`src/rtl/sdram_arb_pkg.sv`:
```
// Shared types and field widths for the SDRAM port arbiter and its round-robin picker.
package sdram_arb_pkg;

    typedef enum logic {
        ARB  = 1'b0,
        BUSY = 1'b1
    } arb_state_e;

    localparam int ADR_W = 32;
    localparam int DAT_W = 16;
    localparam int SEL_W = 2;

endpackage

```
`src/rtl/sdram_port_arbiter_rr_pick.sv`:
```
// Combinational round-robin picker: first set request scanning upward from last_i+1, wrapping.
module rr_pick #(
    parameter int N     = 2,
    parameter int IDX_W = (N > 1) ? $clog2(N) : 1
) (
    input  logic [N-1:0]     req_i,
    input  logic [IDX_W-1:0] last_i,
    output logic [IDX_W-1:0] idx_o,
    output logic             valid_o
);

    // Doubling the vector turns the modulo scan into a plain upward search.
    logic [2*N-1:0] req2_s;
    logic [IDX_W:0] pos_s;

    assign req2_s = {req_i, req_i};

    // Scan offsets 1..N; the first hit wins, so last_i itself has lowest priority.
    always_comb begin
        idx_o   = '0;
        valid_o = 1'b0;
        pos_s   = '0;
        for (int off = 1; off <= N; off++) begin
            pos_s = {1'b0, last_i} + (IDX_W+1)'(off);
            if (!valid_o && req2_s[pos_s]) begin
                valid_o = 1'b1;
                idx_o   = (pos_s >= (IDX_W+1)'(N)) ? IDX_W'(pos_s - (IDX_W+1)'(N)) : IDX_W'(pos_s);
            end else begin
                valid_o = valid_o;
            end
        end
    end

endmodule

```
`src/rtl/sdram_port_arbiter.sv`:
```
// Shares the SDRAM controller request/ack port between NUM_PORTS requesters using
// round-robin with a bounded same-port hold to keep open rows busy.
module sdram_port_arbiter
    import sdram_arb_pkg::*;
#(
    parameter int NUM_PORTS = 2,
    parameter int MAX_HOLD  = 4
) (
    input  logic                       sdram_clk,
    input  logic                       sdram_rst_n,
    input  logic [NUM_PORTS-1:0]       req_i,
    input  logic [NUM_PORTS-1:0]       we_i,
    input  logic [ADR_W*NUM_PORTS-1:0] adr_i,
    input  logic [DAT_W*NUM_PORTS-1:0] dat_i,
    input  logic [SEL_W*NUM_PORTS-1:0] sel_i,
    output logic [NUM_PORTS-1:0]       ack_o,
    output logic [DAT_W-1:0]           dat_o,
    output logic                       ctrl_acc_o,
    output logic                       ctrl_we_o,
    output logic [ADR_W-1:0]           ctrl_adr_o,
    output logic [DAT_W-1:0]           ctrl_dat_o,
    output logic [SEL_W-1:0]           ctrl_sel_o,
    input  logic                       ctrl_ack_i,
    input  logic [DAT_W-1:0]           ctrl_dat_i,
    output logic [NUM_PORTS-1:0]       grant_o
);

    localparam int IDX_W  = (NUM_PORTS > 1) ? $clog2(NUM_PORTS) : 1;
    localparam int HOLD_W = $clog2(MAX_HOLD + 1);

    logic [NUM_PORTS-1:0][ADR_W-1:0] adr_arr_s;
    logic [NUM_PORTS-1:0][DAT_W-1:0] dat_arr_s;
    logic [NUM_PORTS-1:0][SEL_W-1:0] sel_arr_s;

    arb_state_e            state_q, state_d;
    logic [IDX_W-1:0]      last_q, last_d;
    logic [HOLD_W-1:0]     hold_q, hold_d;
    logic                  acc_q, acc_d;
    logic                  prev_busy_q, prev_busy_d;
    logic [NUM_PORTS-1:0]  gnt_oh_q, gnt_oh_d;
    logic                  we_q, we_d;
    logic [ADR_W-1:0]      adr_q, adr_d;
    logic [DAT_W-1:0]      dat_q, dat_d;
    logic [SEL_W-1:0]      sel_q, sel_d;

    logic [IDX_W-1:0]      pick_idx_s, win_s;
    logic                  pick_vld_s, win_vld_s, hold_ok_s;

    assign adr_arr_s = adr_i;
    assign dat_arr_s = dat_i;
    assign sel_arr_s = sel_i;

    rr_pick #(.N(NUM_PORTS), .IDX_W(IDX_W)) u_rr_pick (
        .req_i   (req_i),
        .last_i  (last_q),
        .idx_o   (pick_idx_s),
        .valid_o (pick_vld_s)
    );

    // The previous owner keeps the port only when it comes straight back from a transaction.
    always_comb begin
        hold_ok_s = prev_busy_q && req_i[last_q] && (hold_q < HOLD_W'(MAX_HOLD));
        if (hold_ok_s) begin
            win_s     = last_q;
            win_vld_s = 1'b1;
        end else begin
            win_s     = pick_idx_s;
            win_vld_s = pick_vld_s;
        end
    end

    // Next-state logic: latch the winner's fields in ARB, wait for the controller ack in BUSY.
    always_comb begin
        state_d     = state_q;
        last_d      = last_q;
        hold_d      = hold_q;
        acc_d       = acc_q;
        gnt_oh_d    = gnt_oh_q;
        we_d        = we_q;
        adr_d       = adr_q;
        dat_d       = dat_q;
        sel_d       = sel_q;
        prev_busy_d = (state_q == BUSY);
        case (state_q)
            ARB: begin
                if (win_vld_s) begin
                    state_d  = BUSY;
                    acc_d    = 1'b1;
                    gnt_oh_d = NUM_PORTS'(1) << win_s;
                    we_d     = we_i[win_s];
                    adr_d    = adr_arr_s[win_s];
                    dat_d    = dat_arr_s[win_s];
                    sel_d    = sel_arr_s[win_s];
                    if (win_s == last_q) begin
                        hold_d = (hold_q == HOLD_W'(MAX_HOLD)) ? hold_q : hold_q + HOLD_W'(1);
                    end else begin
                        hold_d = HOLD_W'(1);
                        last_d = win_s;
                    end
                end else begin
                    hold_d = '0;
                end
            end
            BUSY: begin
                if (ctrl_ack_i) begin
                    state_d  = ARB;
                    acc_d    = 1'b0;
                    gnt_oh_d = '0;
                end else begin
                    state_d  = BUSY;
                end
            end
            default: begin
                state_d  = ARB;
                acc_d    = 1'b0;
                gnt_oh_d = '0;
            end
        endcase
    end

    // State and request-field registers.
    always_ff @(posedge sdram_clk or negedge sdram_rst_n) begin
        if (!sdram_rst_n) begin
            state_q     <= ARB;
            last_q      <= IDX_W'(NUM_PORTS - 1);
            hold_q      <= '0;
            acc_q       <= 1'b0;
            prev_busy_q <= 1'b0;
            gnt_oh_q    <= '0;
            we_q        <= 1'b0;
            adr_q       <= '0;
            dat_q       <= '0;
            sel_q       <= '0;
        end else begin
            state_q     <= state_d;
            last_q      <= last_d;
            hold_q      <= hold_d;
            acc_q       <= acc_d;
            prev_busy_q <= prev_busy_d;
            gnt_oh_q    <= gnt_oh_d;
            we_q        <= we_d;
            adr_q       <= adr_d;
            dat_q       <= dat_d;
            sel_q       <= sel_d;
        end
    end

    // acc drops in the ack cycle so the controller never samples a second request.
    assign ctrl_acc_o = acc_q & ~ctrl_ack_i;
    assign ctrl_we_o  = we_q;
    assign ctrl_adr_o = adr_q;
    assign ctrl_dat_o = dat_q;
    assign ctrl_sel_o = sel_q;
    assign grant_o    = gnt_oh_q;
    assign ack_o      = gnt_oh_q & {NUM_PORTS{ctrl_ack_i}};
    assign dat_o      = (|ack_o) ? ctrl_dat_i : '0;

endmodule

```
`config.mk`:
```
export PLATFORM = sky130hd
export DESIGN_NAME = sdram_port_arbiter
export DESIGN_NICKNAME = d
export VERILOG_FILES = /design/src/rtl/sdram_arb_pkg.sv /design/src/rtl/sdram_port_arbiter_rr_pick.sv /design/src/rtl/sdram_port_arbiter.sv
export SDC_FILE = /design/constraint.sdc
export NUM_CORES = 1
export LEC_CHECK = 0
export ABC_CLOCK_PERIOD_IN_PS = 2600
export BUFFER_PORTS_ARGS = -buffer_cell sky130_fd_sc_hd__buf_2
export CAP_MARGIN = 20
export CORE_MARGIN = 2
export CORE_UTILIZATION = 40
export DETAILED_ROUTE_END_ITERATION = 16
export PLACE_DENSITY = 0.78
export SYNTH_ARGS = -nofsm -noshare
export SYNTH_HDL_FRONTEND = slang
export SYNTH_SLANG_ARGS = --single-unit
```
`constraint.sdc`:
```
create_clock -name sdram_clk -period 2.6 [get_ports sdram_clk]
set_clock_uncertainty 0.2 [all_clocks]
set_input_delay 0.26 -clock sdram_clk [delete_from_list [all_inputs] [get_ports sdram_clk]]
set_output_delay 0.26 -clock sdram_clk [all_outputs]
set_load 0.02 [all_outputs]
```
Word level (Yosys, flattened, before mapping)
Index checks and enable logic that the tools add are counted.

Register bits after elaboration: 60. Output and inout port bits: 72. Bits of input ports: 123. Memories kept: 0. Bits in writable memories: 0. Bits in latches: 0. ROM bits: 0.

Shift operators: 1. Multiplexer cells: 35. Reduce and logical (&&, ||, !) cells: 9. $lt $le $gt $ge: 7. Eq/ne operators: 5. Bitwise gates (word level): 5. Multiply operators: 0. Div/mod/pow operators: 0. $add $sub $neg: 5.

Operators by type and width (count): $mux 32 (2); $mux 16 (3); $mux 1 (18); $mux 3 (3); $mux 2 (4); $lt 2x3->1 const B (2); $reduce_and 2->1 (3); $bmux 1 s2 (2); $ge 2x2->1 const B (2); $lt 1x2->1 const B (2); $ne 2x2->1 const B (2); $pmux 1 s2 (2); $pmux 2 s2 (1); $add 3x1->3 const B (1); $eq 3x3->1 const B (1); $logic_and 1x1->1 (3); $lt 3x3->1 const B (1); $ne 3x3->1 const B (1); $not 1->1 (3); $reduce_and 3->1 (1); $add 1x1->2 const B (1); $add 1x2->2 const B (1); $and 2x2->2 (1); $reduce_or 2->1 (1); 5 further kinds (6).

Logic depth before layout (Yosys ltp)
Gate-level depths: netlist of the first run.

Depth in word-level cells: 11. Mapped depth: 7.

Hierarchy
From an unflattened synthesis of the first run, not the netlist that was laid out.

Cell total of the unflattened synthesis: 299. Area total of the unflattened synthesis: 3123.0 um^2.

By module, submodules not included: sdram_port_arbiter (cells an instance 297, sequential area each 1502.7 um^2, instances 1, area an instance 3109.2 um^2); rr_pick (cells an instance 2, sequential area each 0.0 um^2, instances 1, area an instance 13.8 um^2).

Worst setup path after synthesis of the first run
Ideal clock, no wire load.

Path type: register to register. From: register last_q. To: register adr_q[0] (netlist: ctrl_adr_o[0]). Arrival time: 1.469 ns. Cell stages (with the launch flop): 7. Library setup time: 0.126 ns. Required time: 2.274 ns. Path slack: 0.805 ns. Cell sequence: dfstp_2 -> buf_2 -> xnor2_2 -> o21ba_1 -> buf_6 -> buf_6 -> a221o_1.

Word-level cells in the longest chain between the ends: 10.

RTL lines: from (decl) (RTL line sdram_port_arbiter.sv:36) `logic [IDX_W-1:0] last_q, last_d;`; from (signal assigned) (RTL line sdram_port_arbiter.sv:125) `last_q <= IDX_W'(NUM_PORTS - 1);`; from (signal assigned) (RTL line sdram_port_arbiter.sv:136) `last_q <= last_d;`; $add 1x1->2 (RTL line sdram_port_arbiter_rr_pick.sv:24) `pos_s = {1'b0, last_i} + (IDX_W+1)'(off);`; $bmux 1 s2 (RTL line sdram_port_arbiter_rr_pick.sv:25) `if (!valid_o && req2_s[pos_s]) begin`; $mux 1 (implied by the code) (RTL line sdram_port_arbiter_rr_pick.sv:25); $mux 1 (RTL line sdram_port_arbiter_rr_pick.sv:25); $logic_not 1->1 (RTL line sdram_port_arbiter_rr_pick.sv:25); $logic_and 1x1->1 (RTL line sdram_port_arbiter_rr_pick.sv:25); $mux 1 (RTL line sdram_port_arbiter_rr_pick.sv:25); $mux 1 (RTL line sdram_port_arbiter.sv:63) `if (hold_ok_s) begin`; $mux 32 (implied by the code) (2 in series) (RTL line sdram_port_arbiter.sv:91) `adr_d = adr_arr_s[win_s];`; to (signal assigned) (RTL line sdram_port_arbiter.sv:142) `adr_q <= adr_d;`; to (decl) (RTL line sdram_port_arbiter.sv:42) `logic [ADR_W-1:0] adr_q, adr_d;`.

Several ways; a longest one is shown, not always the timed one. The select of a mux whose other input is x is not followed. A chain may end at the register's enable or synchronous reset.

Worst setup path after layout of the first run
From: register hold_q[2]. To: register dat_q[13] (netlist: ctrl_dat_o[13]).

Word-level cells in the longest chain between the ends: 5.

RTL lines: from (decl) (RTL line sdram_port_arbiter.sv:37) `logic [HOLD_W-1:0] hold_q, hold_d;`; from (signal assigned) (RTL line sdram_port_arbiter.sv:137) `hold_q <= hold_d;`; $lt 3x3->1 (*) (RTL line sdram_port_arbiter.sv:62) `hold_ok_s = prev_busy_q && req_i[last_q] && (hold_q < HOLD_W'(MAX_HOLD));`; $logic_and 1x1->1 (*) (RTL line sdram_port_arbiter.sv:62); $mux 1 (RTL line sdram_port_arbiter.sv:63); $mux 16 (implied by the code) (2 in series) (RTL line sdram_port_arbiter.sv:92) `dat_d = dat_arr_s[win_s];`; to (signal assigned) (RTL line sdram_port_arbiter.sv:143) `dat_q <= dat_d;`; to (decl) (RTL line sdram_port_arbiter.sv:43) `logic [DAT_W-1:0] dat_q, dat_d;`.

Mark *: on every way between the ends. The rest lies on a longest branch, timed or not. The select of a mux whose other input is x is not followed.

==> results of run 1 <==
==> kinds of logic (layout without fill, tap and decap cells) <==
kind of cell | count (synthesis) | after routing | share of synthesized area, %
flops | 60 | 60 | 43.1
buf+inv | 43 | 325 | 6.53
xor+xnor | 1 | 1 | 0.467
mux | 2 | 2 | 0.574
simple gates | 145 | 145 | 18.1
compound gates | 118 | 118 | 30.5
fa+ha+maj | 2 | 2 | 0.718
==> metal layers <==
| metal | vias up | GRT usage, % | part of all wire (%) |
|---|---|---|---|
| met3 | 43 | 5.25 | 7.9 |
| met4 | 0 | 12.9 | 3.0 |
| met2 | 289 | 46.2 | 50 |
| met1 | 2067 | 33.7 | 40 |
| li1 | 1981 | - | - |
| met5 | - | 0 | 0 |
==> critical path, stage by stage, from the launching register on <==
cell	delay [ns]
dfrtp_1	0.42
nand2b_2	0.22
xnor2_2	0.19
nor3_4	0.79
buf_12	0.27
a221o_1	0.19
==> stage by stage <==
| stage | std cells | hold WS (ns) | setup slack [ns] | instance area (um2) |
|---|---|---|---|---|
| global placement | 641 | 0.153 | 0.254 | 4500 |
| CTS | 760 | 0.0790 | 0.123 | 5740 |
| finish | 761 | 0.0990 | 0.247 | 5760 |
| detailed placement | 641 | 0.152 | 0.141 | 4500 |
| global route | 761 | 0.129 | 0.0890 | 5760 |
| floorplan | 371 | -0.236 | 0.805 | 3490 |
==> worst max-delay path by stage <==
stage / startpoint / to / slack, ns / cells after the start
floorplan: last_q / ctrl_adr_o[0] / 0.80 / 6
global placement: hold_q[2] / ctrl_dat_o[15] / 0.25 / 4
detailed placement: hold_q[2] / ctrl_adr_o[31] / 0.14 / 4
CTS: hold_q[2] / ctrl_adr_o[1] / 0.12 / 4
global route: hold_q[2] / ctrl_dat_o[13] / 0.09 / 5
finish: hold_q[2] / ctrl_dat_o[13] / 0.25 / 5
==> what timing repair did <==
item	in CTS	in global routing
setup buffers	0	0
hold buffers	103	0
endpoints found under the hold margin	79	0
gates resized for setup	0	0
==> sequential cells by signal, indices dropped and copies added (netlist names) <==
name         count
prev_busy_q      1
ctrl_adr_o      32
ctrl_we_o        1
prev_busy_d      1
ctrl_sel_o       2
grant_o          2
last_q           1
hold_q           3
ctrl_dat_o      16
acc_q            1
==> cells in the final DEF, fill, tap and decap left out <==
master	n
buf_2	194
nand2_1	107
dlygate4sd3_1	103
dfrtp_1	58
a221o_1	52
a32oi_1	51
and2_1	18
clkbuf_8	11
nor2_1	6
buf_12	5
a21oi_1	4
o21ai_0	4
clkinv_2	4
inv_1	3
nand3b_1	3
buf_4	3
nor2b_1	2
mux2i_1	2
ha_1	2
o21a_1	1
inv_2	1
nor2_4	1
a21boi_0	1
nand2b_2	1
xnor2_2	1
nor3_4	1
o21ba_2	1
nor2b_4	1
a211oi_1	1
a21o_1	1
a31oi_1	1
nand2b_1	1
nor3b_1	1
nor3_1	1
and3_1	1
nor4_1	1
a22o_1	1
bufinv_16	1
dfstp_2	1
dfrtp_2	1
==> power by group <==
| part | switching, mW | internal (mW) |
|---|---|---|
| clock | 0.366 | 0.488 |
| combinational | 1.17 | 0.887 |
| sequential | 0.311 | 1.28 |
==> synthesized netlist by cell type <==
master / count
nor4_1: 1
xnor2_2: 1
o21ba_1: 1
and2_1: 18
nor2_1: 7
buf_1: 2
a21oi_1: 4
mux2i_1: 2
a32oi_1: 51
clkbuf_1: 14
ha_1: 2
nor3_2: 1
nand3b_1: 3
nand2b_1: 1
dfstp_2: 1
inv_1: 4
a21o_1: 1
a22o_1: 1
dfrtp_1: 59
nor3_1: 1
a211oi_1: 1
a21boi_0: 1
nor2b_1: 3
nand2b_2: 1
buf_6: 6
and3_1: 1
a221o_1: 52
nor3b_1: 1
a31oi_1: 1
buf_2: 17
o21a_1: 1
o21ai_0: 4
nand2_1: 107
==> layout make-up <==
| class | instances | area [um2] | share of cell area (%) |
|---|---|---|---|
| multi-input cells | 268 | 1780 | 30.9 |
| clock inverters | 5 | 50.0 | 0.869 |
| inverters | 4 | 15.0 | 0.261 |
| flip-flops and latches | 60 | 1500 | 26.1 |
| repair buffers | 305 | 2120 | 36.9 |
| well taps | 108 | 135 | 2.35 |
| clock buffers | 11 | 151 | 2.63 |
==> flow_summary.ini, run 1 <==
[status]
status = completed

[power]
ir_worst_vdd_v = 0.000420
p_per_area_nw_per_um2 = 783
leakagePower_nw = 2.88
power_mw = 4.51

[critical_path]
crit_type = flop to flop
crit_arrival_ns = 2.42
endpoint_kind = flop
reg2regPathDepth = 5
r2r_start = hold_q[2]
r2r_slack_ns = 0.25
worstReg2RegEnd = ctrl_dat_o[13]
cp.required_ns = 2.67
cp_max_fo = 28
start_kind = flop

[cells_and_area]
final_util_pct = 67.0
num_antenna_cells = 0
syn2layout_area_growth_pct = 65.1
nNetsFinal = 773
drive_gt1_share_pct = 34.8
nFillCells = 627

[worst_hold_path]
whs_path_depth = 4
hp-class = primary input to flop
hold_start = ctrl_ack_i
holdPathEnd = acc_q

[placed_design]
hpwl_um = 7390
port_buffers = 194
gp_congestion = 0.769

[clock_tree]
cts_buffers = 9
cts-root-buf = clkbuf_8
tritoncts = yes
cts_max_path_buffers = 2
htree_levels = 3
insertion_delay_ns = 0.32
cts_sinks = 60
clk_pin_slew_ns = 0.07

[route]
drtPass1Iterations = 5
drc = 0
wirelength_um = 13100
avgViaCountPerCell = 5.76
vias = 4380
initialDrtViolationCount = 344
post_drt_wl_per_cell_um = 17.2
drtAntennaViolNets = 0

[timing]
max_freq_mhz = 425
rsz0062_at_grt = false
fin_crit_sh_pct = 90.5
tightest_slew_ns = 1.02
post-route-min-period_ns = 2.35
relSlewSlack_pct = 32.0
finalSetupViolations = 0
final_max_slew_viol_count = 0
fin_setup_tns_ns = 0
hold_violations = 0

[die]
die_y_um = 97.4
initial_core_util_pct = 40.6
num_io_pins = 195
coreArea_um2 = 8590
dieArea_um2 = 9480
die_w_um = 97.4
placementRows = 34

[global_route]
track_usage_pct = 27.3
grt_max_degree = 56
grt_pass1_vias = 4353
grt_pass1_wl_um = 21300
antenna_found_initial = 0
gr-total-overflow = 0

[yosys]
netlist.area_leader.share_pct = 42.4
ys_types = 33
yosys_warnings = 0
syn_avg_cell_area_um2 = 9.40
synth_top_cell_by_area = dfrtp_1
synth.net_count = 496
yosysSeqAreaShare_pct = 43.1
synthTopCellsByArea = dfrtp_1, a221o_1, a32oi_1, nand2_1, and2_1
synth_seq_cells = 60
post_synth_inst_count = 371
syn-cell-area_um2 = 3490

[job]
drv_cap = 0
Note: power is estimated with default switching activity, not from simulation.
==> run 2: changes to the inputs <==
Settings changed: SETUP_SLACK_MARGIN set to 0.4.
==> run 2 against run 1 <==
Net effect: critical path depth is the same; global-route usage grew 1.1 points; cell count is 0.39% higher; wire length increased by 3.6%; register-to-register slack improved by 0.35 ns; via count up 0.66%; worst hold slack about the same; clock power is 0.5% higher.
==> flow_summary.ini, run 2 (synthesis results as in run 1) <==
[die]
placementRows = 34
die_w_um = 97.4
num_io_pins = 195
coreArea_um2 = 8590
initial_core_util_pct = 40.6
dieArea_um2 = 9480
die_y_um = 97.4

[placed_design]
dpl.cell_count = 641
post-place-ws_ns = 0.141
gp_congestion = 0.769
port_buffers = 194
hpwl_um = 7390

[clock_tree]
tritoncts = yes
cts_buffers = 9
clk_pin_slew_ns = 0.07
cts-root-buf = clkbuf_8
cts_max_path_buffers = 2
htree_levels = 3
insertion_delay_ns = 0.33
cts_sinks = 60

[timing]
post-route-min-period_ns = 2.00
setup_ws_ns = 0.601
hold_violations = 0
fin_setup_tns_ns = 0
tightest_slew_ns = 0.735
max_freq_mhz = 500
fin_crit_sh_pct = 76.9
relSlewSlack_pct = 50.9
rsz0062_at_grt = false
final_max_slew_viol_count = 0
finalSetupViolations = 0

[route]
vias = 4409
drc = 0
avgViaCountPerCell = 5.77
drtPass1Iterations = 5
drtAntennaViolNets = 0
post_drt_wl_per_cell_um = 17.7
initialDrtViolationCount = 345
wirelength_um = 13500

[critical_path]
start_kind = flop
cp_max_fo = 28
crit_type = flop to flop
cp.required_ns = 2.61
r2r_slack_ns = 0.60
endpoint_kind = flop
crit_arrival_ns = 2.01

[cells_and_area]
final_cells = 764
nFillCells = 625
layout_commonest_cell = buf_2
layout_common_cells = buf_2, nand2_1, dlygate4sd3_1
drive_gt1_share_pct = 35.1
num_antenna_cells = 0
largest_reg_flops = 32
nNetsFinal = 776
syn2layout_area_growth_pct = 66.4

[global_route]
grt_max_degree = 56
antenna_found_initial = 0
gr-total-overflow = 0
grt_pass1_wl_um = 22000
grt_pass1_vias = 4405
track_usage_pct = 28.5

[power]
leakagePower_nw = 2.89
p_per_area_nw_per_um2 = 788
ir_worst_vdd_v = 0.000441

[job]
drv_cap = 0

[worst_hold_path]
hp-class = primary input to flop

[status]
status = completed
## run 2: changes by cell type in the layout (fill, tap and decap cells not counted)
cell     delta
nor3_4      +1
xnor2_2     -1
buf_12      -1
o21ba_2     -1
o21ba_4     +2
buf_4       +2
xnor2_4     +1
## run 2: layout make-up
| cell class | instances | area (um2) | area share [%] |
|---|---|---|---|
| inverter | 4 | 15.0 | 0.259 |
| clock inverter | 5 | 50.0 | 0.863 |
| sequential | 60 | 1500 | 25.9 |
| timing repair buffer | 306 | 2120 | 36.5 |
| clock buffer | 11 | 151 | 2.61 |
| tap | 108 | 135 | 2.33 |
| multi-input combinational | 270 | 1830 | 31.5 |
## run 2: critical path: stages, from the launching register on
cell	delay (ns)
dfrtp_1	0.42
nand2b_2	0.24
xnor2_4	0.34
nor3_4	0.10
buf_12	0.18
a221o_1	0.38
## run 2: metal layers
| layer | wire (um) | GRT usage [%] | vias up |
|---|---|---|---|
| met5 | 0 | 0 | - |
| li1 | - | - | 1992 |
| met3 | 1150 | 5.68 | 44 |
| met1 | 5230 | 34.9 | 2090 |
| met4 | 428 | 12.9 | 0 |
| met2 | 6720 | 48.4 | 283 |
## run 2: timing repair
item	in CTS	in global routing
endpoints found under the setup margin	51	13
pin swaps	1	0
hold buffers	103	0
hold endpoints to repair	79	0
gates resized for setup	2	2
cloned	2	0
setup buffers	2	0
## run 2: path summary, 6_finish.rpt
kind                             start  depth (start not counted)        endpoint
setup / recovery             hold_q[2]                          5  ctrl_dat_o[13]
hold / removal              ctrl_ack_i                          4           acc_q
setup reg to reg             hold_q[2]                          5  ctrl_dat_o[13]
hold reg to reg                  acc_q                          2           acc_q
max in group asynchronous  sdram_rst_n                          3   ctrl_dat_o[6]
min in group asynchronous  sdram_rst_n                          2           acc_q
## run 2: stage by stage
step	power [mW]	util, %	instance area (um2)	hold WS [ns]
2_1_floorplan	2.82	-	3490	-0.236
3_3_place_gp	3.42	52.4	4500	0.153
3_5_place_dp	3.49	52.4	4500	0.152
4_1_cts	4.53	67.3	5780	0.0790
5_1_grt	4.87	67.5	5800	0.129
6_report	4.57	67.5	5800	0.0987
## run 2: report_power, final
| part | leakage (nW) | total [mW] | internal [mW] | switching, mW |
|---|---|---|---|---|
| Sequential | 0.707 | 1.60 | 1.28 | 0.315 |
| Combinational | 2.07 | 2.12 | 0.906 | 1.21 |
| Clock | 0.109 | 0.858 | 0.488 | 0.369 |
==> run 3: changes to the inputs <==
Settings changed: ABC_CLOCK_PERIOD_IN_PS 2600 to 1700, PLACE_DENSITY 0.78 to 0.81.
Clock period 2.6 ns to 1.7 ns, I/O delays scaled along.
==> run 3 against run 2 <==
Net effect: the flow now finishes with violations (negative setup slack); clock power grew 34%; non-clock buffer count grew 38; fmax grew 11%; sequential cell count is the same; sequential power grew 61%; register-to-register slack lost 0.70 ns; setup slack lost 0.70 ns; largest cell class unchanged; highest routed layer unchanged.
==> flow_summary.ini, run 3 (synthesis results as in run 1) <==
[cells_and_area]
layout_common_cells = buf_2, nand2_1, dlygate4sd3_1
drive_gt1_share_pct = 42.2
nNetsFinal = 813
nFillCells = 554
final_util_pct = 77.5
largest_reg_flops = 32
final_cells = 800
num_antenna_cells = 0
syn2layout_area_growth_pct = 91.1
layout_commonest_cell = buf_2

[clock_tree]
cts_sinks = 60
tritoncts = yes
cts_max_path_buffers = 2
insertion_delay_ns = 0.34
clk_pin_slew_ns = 0.07
htree_levels = 3
cts-root-buf = clkbuf_8
cts_buffers = 9

[job]
drv_cap = 0

[die]
die_w_um = 97.4
initial_core_util_pct = 40.6
die_y_um = 97.4
coreArea_um2 = 8590
dieArea_um2 = 9480
num_io_pins = 195
placementRows = 34

[placed_design]
gp_congestion = 0.764
hpwl_um = 7880
port_buffers = 194
dpl.cell_count = 657

[timing]
fin_crit_sh_pct = 106
relSlewSlack_pct = 59.2
hold_violations = 0
rsz0062_at_grt = true
max_freq_mhz = 556
tightest_slew_ns = 0.611
finalSetupViolations = 53
post-route-min-period_ns = 1.80
setup_ws_ns = -0.0987
hold_slack_ns = 0.0279
final_max_slew_viol_count = 0

[status]
violations = negative setup slack
status = complete, but fails checks

[power]
swShare_pct = 40.0
leakagePower_nw = 3.25
p_comb_share_pct = 54.6
clock_power_share_pct = 14.1
switchingPower_mw = 3.28
pwr-share-seq_pct = 31.3
p_int_mw = 4.92
p_per_area_nw_per_um2 = 1230
ir_worst_vdd_v = 0.000730

[critical_path]
endpoint_kind = flop
crit_buf_inv = 1
endpoint = ctrl_dat_o[3]
crit_arrival_ns = 1.81
max_stage_delay_ns = 0.60
r2r_start = last_q
cp_cell_sequence = xnor2_4 -> o21ba_4 -> buf_12 -> a221o_1
crit_cells = 4
reg2regPathDepth = 4
cp_max_fo = 20
r2r_slack_ns = -0.1
critPathLaunch = last_q
worstReg2RegEnd = ctrl_dat_o[3]
cp_top_family = flip-flops
cp.required_ns = 1.71
crit_type = flop to flop
start_kind = flop
slowest_stage = dfstp_2

[route]
drtAntennaViolNets = 0
drtPass1Iterations = 6
initialDrtViolationCount = 455
wirelength_um = 16100
avgViaCountPerCell = 6.01
post_drt_wl_per_cell_um = 20.2
vias = 4805
drc = 0

[worst_hold_path]
whs_path_depth = 4
hp-class = primary input to flop

[global_route]
grt_max_degree = 52
track_usage_pct = 30.3
grt_pass1_wl_um = 23300
antenna_found_initial = 0
gr-total-overflow = 0
grt_pass1_vias = 4816
run 3: final cells by class:
type                       instances  area [um2]  share of cell area (%)
clock buffer                      13         159                    2.39
sequential                        60        1510                    22.6
clock inverter                     2        10.0                   0.150
multi-input combinational        269        1910                    28.7
inverter                           4        15.0                   0.225
tap                              108         135                    2.03
timing repair buffer             344        2920                    43.9
run 3: metal layers:
layer,routed length [um],global-route usage (%),vias up
met5,0,0,-
met4,943,17.8,0
met3,1450,7.19,99
met2,8120,53.2,383
met1,5620,33.4,2268
li1,-,-,2055
run 3: stage by stage:
| step | area [um2] | power, mW | TNS (ns) | worst slack, ns |
|---|---|---|---|---|
| 2_1_floorplan | 3550 | 4.38 | -2.06 | -0.0412 |
| 5_1_grt | 6660 | 8.58 | -4.44 | -0.120 |
| 3_3_place_gp | 4680 | 5.41 | -9.09 | -0.194 |
| 6_report | 6660 | 8.20 | -2.39 | -0.0987 |
| 4_1_cts | 6210 | 7.24 | -0.406 | -0.0323 |
| 3_5_place_dp | 4680 | 5.53 | -11.06 | -0.249 |
run 3: worst min path at each step:
| stage | from | to |
|---|---|---|
| final | adr_i[53] | ctrl_adr_o[21] |
| after global routing | adr_i[53] | ctrl_adr_o[21] |
| after CTS | dat_i[22] | ctrl_dat_o[6] |
| after detailed placement | sdram_rst_n | hold_q[1] |
| after global placement | sdram_rst_n | hold_q[0] |
| after floorplan | sdram_rst_n | acc_q |
run 3: repair_timing:
action                                 in CTS  in global routing
setup buffers                               7                 14
setup endpoints to repair                  81                127
gates cloned                                1                  2
hold buffers                              103                  0
resized for setup                          76                 91
pin swaps                                  12                  5
endpoints found under the hold margin     111                  0
run 3: tightest hold or removal path: cells and delay by family:
kind	cells	cell delay [ns]
compound gates	2	0.19
simple gates	1	0.07
buf+inv	1	0.09
run 3: power by group through the flow:
| stage | logic (mW) | registers (mW) | clock network [mW] |
|---|---|---|---|
| after global routing | 4.71 | 2.62 | 1.25 |
| final | 4.47 | 2.57 | 1.15 |
| after global placement | 3.01 | 2.40 | 0 |
| after floorplan | 1.43 | 2.95 | 0 |
| after CTS | 3.63 | 2.43 | 1.17 |
| after detailed placement | 3.11 | 2.41 | 0 |
